[src/rtl/polar_sc_dec32.sv]
`default_nettype none
// ============================================================================
// Module   : polar_sc_dec32
// Brief    : Successive-cancellation decoder for the N=32 polar code with
//            min-sum f, saturating g, 1 tree-node activation per cycle.
//            Optional macro POLAR_SC_CW_OUT_EN adds the re-encoded codeword port.
// Revision : 1.0 - initial release
// ============================================================================
module polar_sc_dec32 #(
    parameter int          LLR_W       = 6,
    parameter logic [31:0] FROZEN_MASK = 32'hFEE8E880
) (
    input  logic                clk,
    input  logic                rst_n,
    input  logic                in_valid,
    output logic                in_ready,
    input  logic [32*LLR_W-1:0] llr_in,
    output logic                out_valid,
    input  logic                out_ready,
    output logic [31:0]         dout,
`ifdef POLAR_SC_CW_OUT_EN
    output logic [31:0]         cw_out,
`endif
    output logic                busy
);

    localparam int IW = LLR_W + 2;
    localparam logic signed [IW-1:0] LLR_MAX = {1'b0, {(IW-1){1'b1}}};
    localparam logic signed [IW-1:0] LLR_MIN = {1'b1, {(IW-2){1'b0}}, 1'b1};
    localparam logic signed [IW-1:0] RAW_MIN = {3'b111, {(LLR_W-1){1'b0}}};

    typedef enum logic [1:0] {
        S_IDLE   = 2'd0,
        S_DECODE = 2'd1,
        S_DONE   = 2'd2
    } state_t;

    state_t      state_q, state_d;
    logic        load_q, load_d;
    logic [2:0]  lvl_q, lvl_d;
    logic [4:0]  leaf_q, leaf_d;
    logic [31:0] dec_q, dec_d;
    logic [31:0] dout_q, dout_d;
`ifdef POLAR_SC_CW_OUT_EN
    logic [31:0] cw_q, cw_d;
`endif

    // Per-stage LLR memories; stage s holds the 2^s LLRs of the active node.
    logic signed [IW-1:0] a5_q [32];
    logic signed [IW-1:0] a4_q [16];
    logic signed [IW-1:0] a3_q [8];
    logic signed [IW-1:0] a2_q [4];
    logic signed [IW-1:0] a1_q [2];

    logic signed [IW-1:0] w_par [32];
    logic signed [IW-1:0] w_res [16];
    logic [15:0]          w_beta_l;
    logic [4:0]           w_size;
    logic [4:0]           w_sib;
    logic [4:0]           w_idx;
    logic                 w_is_g;
    logic                 w_leaf_bit;
    logic                 w_accept;
    logic                 w_step;

    function automatic logic signed [IW-1:0] sext_in(input logic [LLR_W-1:0] raw);
        return {{2{raw[LLR_W-1]}}, raw};
    endfunction

    function automatic logic signed [IW-1:0] fix_min(input logic signed [IW-1:0] v);
        logic signed [IW-1:0] r;
        r = v;
        if (v == RAW_MIN) r = v + {{(IW-1){1'b0}}, 1'b1};
        return r;
    endfunction

    // Operands are always inside the symmetric range, so negation cannot overflow.
    function automatic logic signed [IW-1:0] f_op(input logic signed [IW-1:0] a,
                                                  input logic signed [IW-1:0] b);
        logic signed [IW-1:0] ma, mb, mn;
        ma = a[IW-1] ? -a : a;
        mb = b[IW-1] ? -b : b;
        mn = (ma < mb) ? ma : mb;
        return (a[IW-1] ^ b[IW-1]) ? -mn : mn;
    endfunction

    function automatic logic signed [IW-1:0] g_op(input logic signed [IW-1:0] a,
                                                  input logic signed [IW-1:0] b,
                                                  input logic beta);
        logic signed [IW:0] s;
        logic signed [IW-1:0] r;
        s = beta ? ((IW+1)'(b) - (IW+1)'(a)) : ((IW+1)'(b) + (IW+1)'(a));
        if (s > (IW+1)'(LLR_MAX))      r = LLR_MAX;
        else if (s < (IW+1)'(LLR_MIN)) r = LLR_MIN;
        else                           r = s[IW-1:0];
        return r;
    endfunction

    function automatic logic [2:0] ctz5(input logic [4:0] v);
        logic [2:0] n;
        n = 3'd4;
        for (int b = 4; b >= 0; b--) begin
            if (v[b]) n = 3'(b);
        end
        return n;
    endfunction

`ifdef POLAR_SC_CW_OUT_EN
    // x[k] = XOR of u[j] over every j whose set bits are a subset of k's.
    function automatic logic [31:0] encode(input logic [31:0] u);
        logic [31:0] x;
        x = '0;
        for (int k = 0; k < 32; k++) begin
            for (int j = 0; j < 32; j++) begin
                if ((j & k) == j) x[k] = x[k] ^ u[j];
            end
        end
        return x;
    endfunction
`endif

    assign w_accept = (state_q == S_IDLE) && in_valid;
    assign w_step   = (state_q == S_DECODE) && !load_q;

    // Datapath: parent selection, left-sibling partial sums, f/g array.
    always_comb begin
        w_size = 5'd1 << lvl_q;
        w_is_g = leaf_q[lvl_q];
        w_sib  = leaf_q - w_size;
        w_idx  = '0;

        for (int j = 0; j < 32; j++) w_par[j] = '0;
        case (lvl_q)
            3'd4:    for (int j = 0; j < 32; j++) w_par[j] = a5_q[j];
            3'd3:    for (int j = 0; j < 16; j++) w_par[j] = a4_q[j];
            3'd2:    for (int j = 0; j < 8; j++)  w_par[j] = a3_q[j];
            3'd1:    for (int j = 0; j < 4; j++)  w_par[j] = a2_q[j];
            default: for (int j = 0; j < 2; j++)  w_par[j] = a1_q[j];
        endcase

        // Left-sibling beta is the polar encoding of its already-decided bits.
        w_beta_l = '0;
        for (int i = 0; i < 16; i++) begin
            for (int j = 0; j < 16; j++) begin
                if ((5'(j) < w_size) && ((j & i) == i))
                    w_beta_l[i] = w_beta_l[i] ^ dec_q[w_sib + 5'(j)];
            end
        end

        for (int i = 0; i < 16; i++) begin
            w_idx    = 5'(i) + w_size;
            w_res[i] = w_is_g ? g_op(w_par[i], w_par[w_idx], w_beta_l[i])
                              : f_op(w_par[i], w_par[w_idx]);
        end

        w_leaf_bit = !FROZEN_MASK[5'd31 - leaf_q] && w_res[0][IW-1];
    end

    // FSM next-state and outputs.
    always_comb begin
        state_d   = state_q;
        load_d    = 1'b0;
        lvl_d     = lvl_q;
        leaf_d    = leaf_q;
        dec_d     = dec_q;
        dout_d    = dout_q;
`ifdef POLAR_SC_CW_OUT_EN
        cw_d      = cw_q;
`endif
        in_ready  = (state_q == S_IDLE);
        out_valid = (state_q == S_DONE);
        busy      = (state_q == S_DECODE) || (state_q == S_DONE);

        case (state_q)
            S_IDLE: begin
                if (in_valid) begin
                    state_d = S_DECODE;
                    load_d  = 1'b1;
                    lvl_d   = 3'd4;
                    leaf_d  = 5'd0;
                    dec_d   = '0;
                end
            end
            S_DECODE: begin
                if (!load_q) begin
                    if (lvl_q != 3'd0) begin
                        lvl_d = lvl_q - 3'd1;
                    end else begin
                        dec_d[leaf_q] = w_leaf_bit;
                        if (leaf_q == 5'd31) begin
                            state_d = S_DONE;
                            for (int i = 0; i < 32; i++) dout_d[i] = dec_d[31-i];
`ifdef POLAR_SC_CW_OUT_EN
                            cw_d = encode(dout_d);
`endif
                        end else begin
                            // Climb to the parent whose right child holds the next leaf.
                            leaf_d = leaf_q + 5'd1;
                            lvl_d  = ctz5(leaf_q + 5'd1);
                        end
                    end
                end
            end
            S_DONE: begin
                if (out_ready) state_d = S_IDLE;
            end
            default: state_d = S_IDLE;
        endcase
    end

    always_ff @(posedge clk or negedge rst_n) begin
        if (!rst_n) begin
            state_q <= S_IDLE;
            load_q  <= 1'b0;
            lvl_q   <= 3'd0;
            leaf_q  <= 5'd0;
            dec_q   <= '0;
            dout_q  <= '0;
`ifdef POLAR_SC_CW_OUT_EN
            cw_q    <= '0;
`endif
        end else begin
            state_q <= state_d;
            load_q  <= load_d;
            lvl_q   <= lvl_d;
            leaf_q  <= leaf_d;
            dec_q   <= dec_d;
            dout_q  <= dout_d;
`ifdef POLAR_SC_CW_OUT_EN
            cw_q    <= cw_d;
`endif
        end
    end

    always_ff @(posedge clk or negedge rst_n) begin
        if (!rst_n) begin
            for (int k = 0; k < 32; k++) a5_q[k] <= '0;
            for (int k = 0; k < 16; k++) a4_q[k] <= '0;
            for (int k = 0; k < 8; k++)  a3_q[k] <= '0;
            for (int k = 0; k < 4; k++)  a2_q[k] <= '0;
            for (int k = 0; k < 2; k++)  a1_q[k] <= '0;
        end else begin
            // Index reversal on capture; the load cycle then folds -2^(W-1) inward.
            if (w_accept) begin
                for (int k = 0; k < 32; k++)
                    a5_q[k] <= sext_in(llr_in[(31-k)*LLR_W +: LLR_W]);
            end else if (state_q == S_DECODE && load_q) begin
                for (int k = 0; k < 32; k++) a5_q[k] <= fix_min(a5_q[k]);
            end
            if (w_step) begin
                case (lvl_q)
                    3'd4:    for (int i = 0; i < 16; i++) a4_q[i] <= w_res[i];
                    3'd3:    for (int i = 0; i < 8; i++)  a3_q[i] <= w_res[i];
                    3'd2:    for (int i = 0; i < 4; i++)  a2_q[i] <= w_res[i];
                    3'd1:    for (int i = 0; i < 2; i++)  a1_q[i] <= w_res[i];
                    default: ;
                endcase
            end
        end
    end

    assign dout = dout_q;
`ifdef POLAR_SC_CW_OUT_EN
    assign cw_out = cw_q;
`endif

endmodule
`default_nettype wire

[config.mk]
export PLATFORM = sky130hd
export DESIGN_NAME = polar_sc_dec32
export DESIGN_NICKNAME = d
export VERILOG_FILES = /design/src/rtl/polar_sc_dec32.sv
export SDC_FILE = /design/constraint.sdc
export NUM_CORES = 2
export LEC_CHECK = 0
export BUFFER_PORTS_ARGS = -buffer_cell sky130_fd_sc_hd__buf_4
export CORE_AREA = 5 5 313 315
export CTS_CLUSTER_DIAMETER = 200
export DETAILED_ROUTE_END_ITERATION = 16
export DIE_AREA = 0 0 318 320
export PLACE_DENSITY = 0.92
export SLEW_MARGIN = 20
export SYNTH_ARGS = -nofsm -noshare
export SYNTH_HDL_FRONTEND = slang
export SYNTH_SLANG_ARGS = --single-unit
[constraint.sdc]
create_clock -name clk -period 18.3 [get_ports clk]
set_input_delay 2.745 -clock clk [delete_from_list [all_inputs] [get_ports clk]]
set_output_delay 2.745 -clock clk [all_outputs]
set_load 0.02 [all_outputs]
# Word level (Yosys, flattened, before mapping)

Memories as Yosys holds them, arrays and structs flattened.
Index checks and enable logic that the tools add are counted.

$mul: 0
Magnitude comparators: 100
Multiplexer cells: 360
Reductions and logical operators: 85
$add $sub $neg: 146
Divide/modulo/power cells: 0
Equal/unequal tests: 46
Bitwise logic cells: 99
Shift-type cells: 1

Operators with widths:

| cell                                                                             | count |
|---|---|
| 8-bit 2-to-1 mux                                                                 | 176 |
| 8-bit binary-select mux with 5-bit select                                        | 16 |
| 256-bit 2-to-1 mux                                                               | 2 |
| 8-bit negation                                                                   | 48 |
| 8-bit by 1-bit adder with 8-bit output (second input constant)                   | 32 |
| 8-bit by 6-bit equality test with 1-bit output (second input constant)           | 32 |
| 8-bit by 8-bit adder with 9-bit output                                           | 16 |
| 9-bit by 8-bit greater-than comparator with 1-bit output (second input constant) | 16 |
| 9-bit by 8-bit less-than comparator with 1-bit output (second input constant)    | 16 |
| 9-bit 2-to-1 mux                                                                 | 16 |
| 8-bit by 8-bit subtractor with 9-bit output                                      | 16 |
| 8-bit less-than comparator                                                       | 16 |
| 128-bit 2-to-1 mux                                                               | 1 |
| 16-bit case mux with 4 select lines                                              | 2 |
| 64-bit case mux with 2 select lines                                              | 1 |
| 5-bit by 6-bit less-than comparator with 1-bit output (second input constant)    | 18 |
| 1-bit 2-to-1 mux                                                                 | 102 |
| 6-bit greater-or-equal comparator (second input constant)                        | 16 |
| 32-bit 2-to-1 mux                                                                | 3 |
| 5-bit NOT with 6-bit output                                                      | 16 |
| 32-bit case mux with 3 select lines                                              | 1 |
| 1-bit bitwise XOR                                                                | 81 |
| 1-bit binary-select mux with 5-bit select                                        | 16 |
| 2-bit AND reduction                                                              | 36 |
| other kinds (46)                                                                 | 142 |

RAM bits: 0
Bits in latches: 0
Input port bits: 196
Word-level logic and storage cells: 906
Bits in read-only memories: 32
Bits in registers: 571
Memories: 1

Memories:

| memory          | depth | bits a word | read ports | clocked after Yosys merged registers in | wr ports | RTL line | RTL |
|---|---|---|---|---|---|---|---|
| (no name shown) | 32    | 1           | 1          | 0                                       | 0        | 156      | `w_leaf_bit = !FROZEN_MASK[5'd31 - leaf_q] && w_res[0][IW-1];` |

# Depth between registers and ports, before layout

Word-level depth: 45
Mapped depth: 44

# Worst setup path after synthesis

No wires, ideal clock.

Path type: register -> register
Start point: register lvl_q[0]
End point: register a4_q[79] (netlist bit)
Arrival: 8,750 ps
Library setup time: 137 ps
Slack: 9,413 ps
Stages on the path, launching flop included: 41
Cells stage by stage: dfrtp_1 inv_1 ha_1 buf_4 and2_1 clkbuf_1 clkinv_1 buf_1 buf_1 clkbuf_1 buf_1 buf_1 buf_1 ha_1 clkbuf_1 clkbuf_1 buf_1 clkbuf_1 [5 not listed] nor2_1 a211oi_1 ha_1 nor2b_1 o21a_1 o21a_1 o21a_1 o21a_1 o21ai_0 a31o_2 buf_1 o21a_1 nor2b_1 nand3_1 o31ai_1 xor2_1 a21oi_1 a21oi_1

Cells in the longest elaborated chain, start to end: 17

Ends and longest elaborated chain:

| what                                                                    | RTL line | RTL |
|---|---|---|
| start: declaration                                                      | 40       | `logic [2:0] lvl_q, lvl_d;` |
| start signal: assignment                                                | 225      | `lvl_q <= lvl_d;` |
| parallel branches: the longest is 17 deep, another holds 8-bit negation | n/a      |  |
| end: declaration                                                        | 50       | `logic signed [IW-1:0] a4_q [16];` |

Several ways; the timed one is not identified. The select of a mux whose other input is x is not followed.
A chain may end at the register's enable or synchronous reset.

# Worst setup path after layout

Start point: register lvl_q[1]
End point: register a2_q[11] (netlist bit)

Cells in the longest elaborated chain, start to end: 25

Ends and longest elaborated chain:

| what                                                  | RTL line | RTL |
|---|---|---|
| 1-bit by 3-bit << shifter with 5-bit output           | 127      | `w_size = 5'd1 << lvl_q;` |
| 5-bit subtractor                                      | 129      | `w_sib = leaf_q - w_size;` |
| 5-bit by 2-bit adder with 5-bit output                | 146      | `w_beta_l[i] = w_beta_l[i] ^ dec_q[w_sib + 5'(j)];` |
| 1-bit binary-select mux with 5-bit select             | 146      |  |
| 1-bit 2-to-1 mux (not written as such)                | 146      |  |
| 1-bit 2-to-1 mux                                      | 145      | `if ((5'(j) < w_size) && ((j & i) == i))` |
| 1-bit bitwise XOR                                     | 146      |  |
| 1-bit 2-to-1 mux                                      | 145      |  |
| [9 not listed]                                        | n/a      |  |
| 1-bit 2-to-1 mux                                      | 145      |  |
| 1-bit bitwise XOR                                     | 146      |  |
| 1-bit 2-to-1 mux                                      | 145      |  |
| 9-bit 2-to-1 mux                                      | 92       | `s = beta ? ((IW+1)'(b) - (IW+1)'(a)) : ((IW+1)'(b) + (IW+1)'(a));` |
| 9-bit by 8-bit less-than comparator with 1-bit output | 94       | `else if (s < (IW+1)'(LLR_MIN)) r = LLR_MIN;` |
| 8-bit 2-to-1 mux                                      | 94       |  |
| 8-bit 2-to-1 mux                                      | 93       | `if (s > (IW+1)'(LLR_MAX)) r = LLR_MAX;` |
| 8-bit 2-to-1 mux                                      | 152      | `w_res[i] = w_is_g ? g_op(w_par[i], w_par[w_idx], w_beta_l[i])` |
| end: declaration                                      | 52       | `logic signed [IW-1:0] a2_q [4];` |

Several ways; a longest one is shown, not always the timed one. The select of a mux whose other input is x is not followed.

==> out/results.ini <==
[sta]
timing.final.crit_period_ns = 10.55
setup_viol = 0
maxSlewViolCount = 0
tns_ns = 0
tightest_slew_ns = 1.26
max_freq_mhz = 94.8
rsz0062_at_grt = false
finalHoldViolations = 0
max_slew_margin = 0.159
fin_crit_sh = 0.576
finClkSkew_ns = 0.0426

[clock_tree]
cts_tree = done
postCtsSetupRepairBufs = 0
cts_hold_buf = 0
clk_pin_slew_ns = 0.06
clock_path_buffers = 3
htreeDepth = 3
cts_root_buffer = clkbuf_16
cts_resized = 0
cts_buffers = 68
clkLatencyLatePin_ns = 0.69
cts.sinks = 571

[detailed_routing]
vias_per_cell = 7.00
num_vias = 64600
dr.first_iter.drc_count = 10100
routedWlPerCell_um = 27.4
drc_errors = 0
wirelength_um = 253000
drtPass1Iterations = 11
ant_nets = 0

[logic_synthesis]
synth.avg_cell_area_um2 = 7.68
synthArstFlopShare = 1.00
yosysWarningCount = 0
synth.distinct_cells = 100
netlist_area_mm2 = 0.0610
syn_inst = 7943
synthTopCellsByArea = dfrtp_1 (23%), ha_1 (8.7%), nand2_1 (8.5%)
synth_edf_count = 0
ys_seq_elements = 571
synth_seq_area_share = 0.234
synthFlopType = dfrtp_1
syn-num-nets = 8581
synth_top_area_frac = 0.234
yosysTopAreaCell = dfrtp_1

[setup_path]
required_ns = 18.81
start_kind = flop
path_class = flop to flop
critPathSlowestCell = fa_1
crit_path_end_kind = flop
cp.arrival_ns = 11.06
critical_path_peak_fanout = 27
cpMostUsedCell = a21oi_1
slowest_delay_ns = 1.12

[floorplan]
dieArea_mm2 = 0.102
ios = 231
die_w_um = 318
initial_utilization = 0.645
coreArea_mm2 = 0.0946
die_y_um = 320
num_rows = 113

[grt]
grt_max_degree = 135
grt_usage = 0.473
grt_pass1_wl_um = 374000
grt_pass1_vias = 60100
gr-total-overflow = 0
antenna_found_initial = 5

[placement]
hpwl_um = 191000
globalplace.congestion = 1.11
place.port_buffers = 230

[layout]
layout-drive-gt1-share = 0.0984
layout_commonest_cell = nand2_1
fin_nets = 8554
layout_common_cells = nand2_1 (1,375), nor2_1 (632), a21oi_1 (585)
fill_cells = 7609
syn_to_final_growth_pct = 8.28

[flow_run]
cap_violations = 0

[min_path]
min_path_type = flop to flop

[outcome]
status = finished clean

-- stage by stage --
| stage | std cells | cell area, µm² | hold slack, ns | setup WS [ns] | util |
|---|---|---|---|---|---|
| 6_report | 9232 | 66000 | 0.474 | 7.75 | 0.698 |
| 3_3_place_gp | 9103 | 63700 | 0.453 | 8.90 | 0.673 |
| 4_1_cts | 9227 | 66000 | 0.472 | 8.42 | 0.698 |
| 5_1_grt | 9232 | 66000 | 0.493 | 7.18 | 0.698 |
| 2_1_floorplan | 7943 | 61000 | 0.431 | 9.41 | - |
| 3_5_place_dp | 9107 | 63700 | 0.458 | 8.49 | 0.674 |
-- flip-flops by register name (all words and copies together), names as in the netlist --
register / count
a5_q: 256
a4_q: 128
a3_q: 64
a2_q: 32
dec_q: 32
dout: 32
a1_q: 16
leaf_q: 5
lvl_q: 3
state_q: 2
load_q: 1
-- layer usage --
layer  track usage  wire length, µm  vias to the layer above  part of all wire
met3         0.142            35300                     1132              0.14
li1              -                -                    28200                 -
met4         0.302            21300                        6             0.084
met1         0.617            93200                    30400              0.37
met5             0               71                        -           0.00028
met2         0.687           103000                     4856              0.41
-- cell type report --
cell class / instances / area (µm²) / area share
Sequential cell: 571 / 14300 / 0.216
Multi-Input combinational cell: 6528 / 43700 / 0.661
Clock inverter: 30 / 398 / 0.00603
Antenna cell: 1 / 2.50 / 0.0000379
Tap cell: 1265 / 1580 / 0.0240
Timing Repair Buffer: 362 / 2730 / 0.0414
Inverter: 385 / 1460 / 0.0221
Clock buffer: 90 / 1890 / 0.0286
-- synth_stat cells (all sizes together), types with 31 or more instances --
cell    instances
nand2        1379
nor2          636
o21ai         607
a21oi         588
dfrtp         571
ha            425
xnor2         397
inv           377
clkbuf        331
mux2i         293
xor2          178
a22oi         147
nand3         131
nor3          130
buf           128
o31ai         104
o21a          102
mux4           96
a31oi          93
nand2b         86
mux2           85
nor2b          85
a21o           83
nor4           78
o22ai          65
a211oi         62
and3           56
o21bai         53
a22o           42
or3            40
a221oi         34
and2           32
o211ai         31
or2            31
-- cells by family after synthesis --
kind of cell,synth area share
simple gates,0.198
compound gates,0.235
buf+inv,0.0533
xor+xnor,0.0858
flops,0.234
mux,0.0993
fa+ha+maj,0.0936
-- final timing paths --
path,start,end,slack [ns],cells past startpoint
hold reg to reg,dout[29],dout[29],0.47,2
min in group asynchronous,rst_n,a4_q[17],2.11,1
setup reg to reg,lvl_q[1],a2_q[11],7.75,28
setup / recovery,lvl_q[1],a2_q[11],7.75,28
max in group asynchronous,rst_n,leaf_q[0],13.27,4
hold / removal,dout[29],dout[29],0.47,2
-- critical path: cells and delay by family, from the launching register on --
kind	cells	cell delay, ns
DFF	1	0.45
xor gates and xnor gates	5	1.93
adders and majority gates	4	2.46
AOI/OAI and AO/OA	10	1.86
and+or+nand+nor	5	1.63
buffers and inverters	2	1.18
muxes	2	0.83
Power is not shown: default switching activity piles up to over one toggle a cycle in this logic, so the estimate is an artifact.
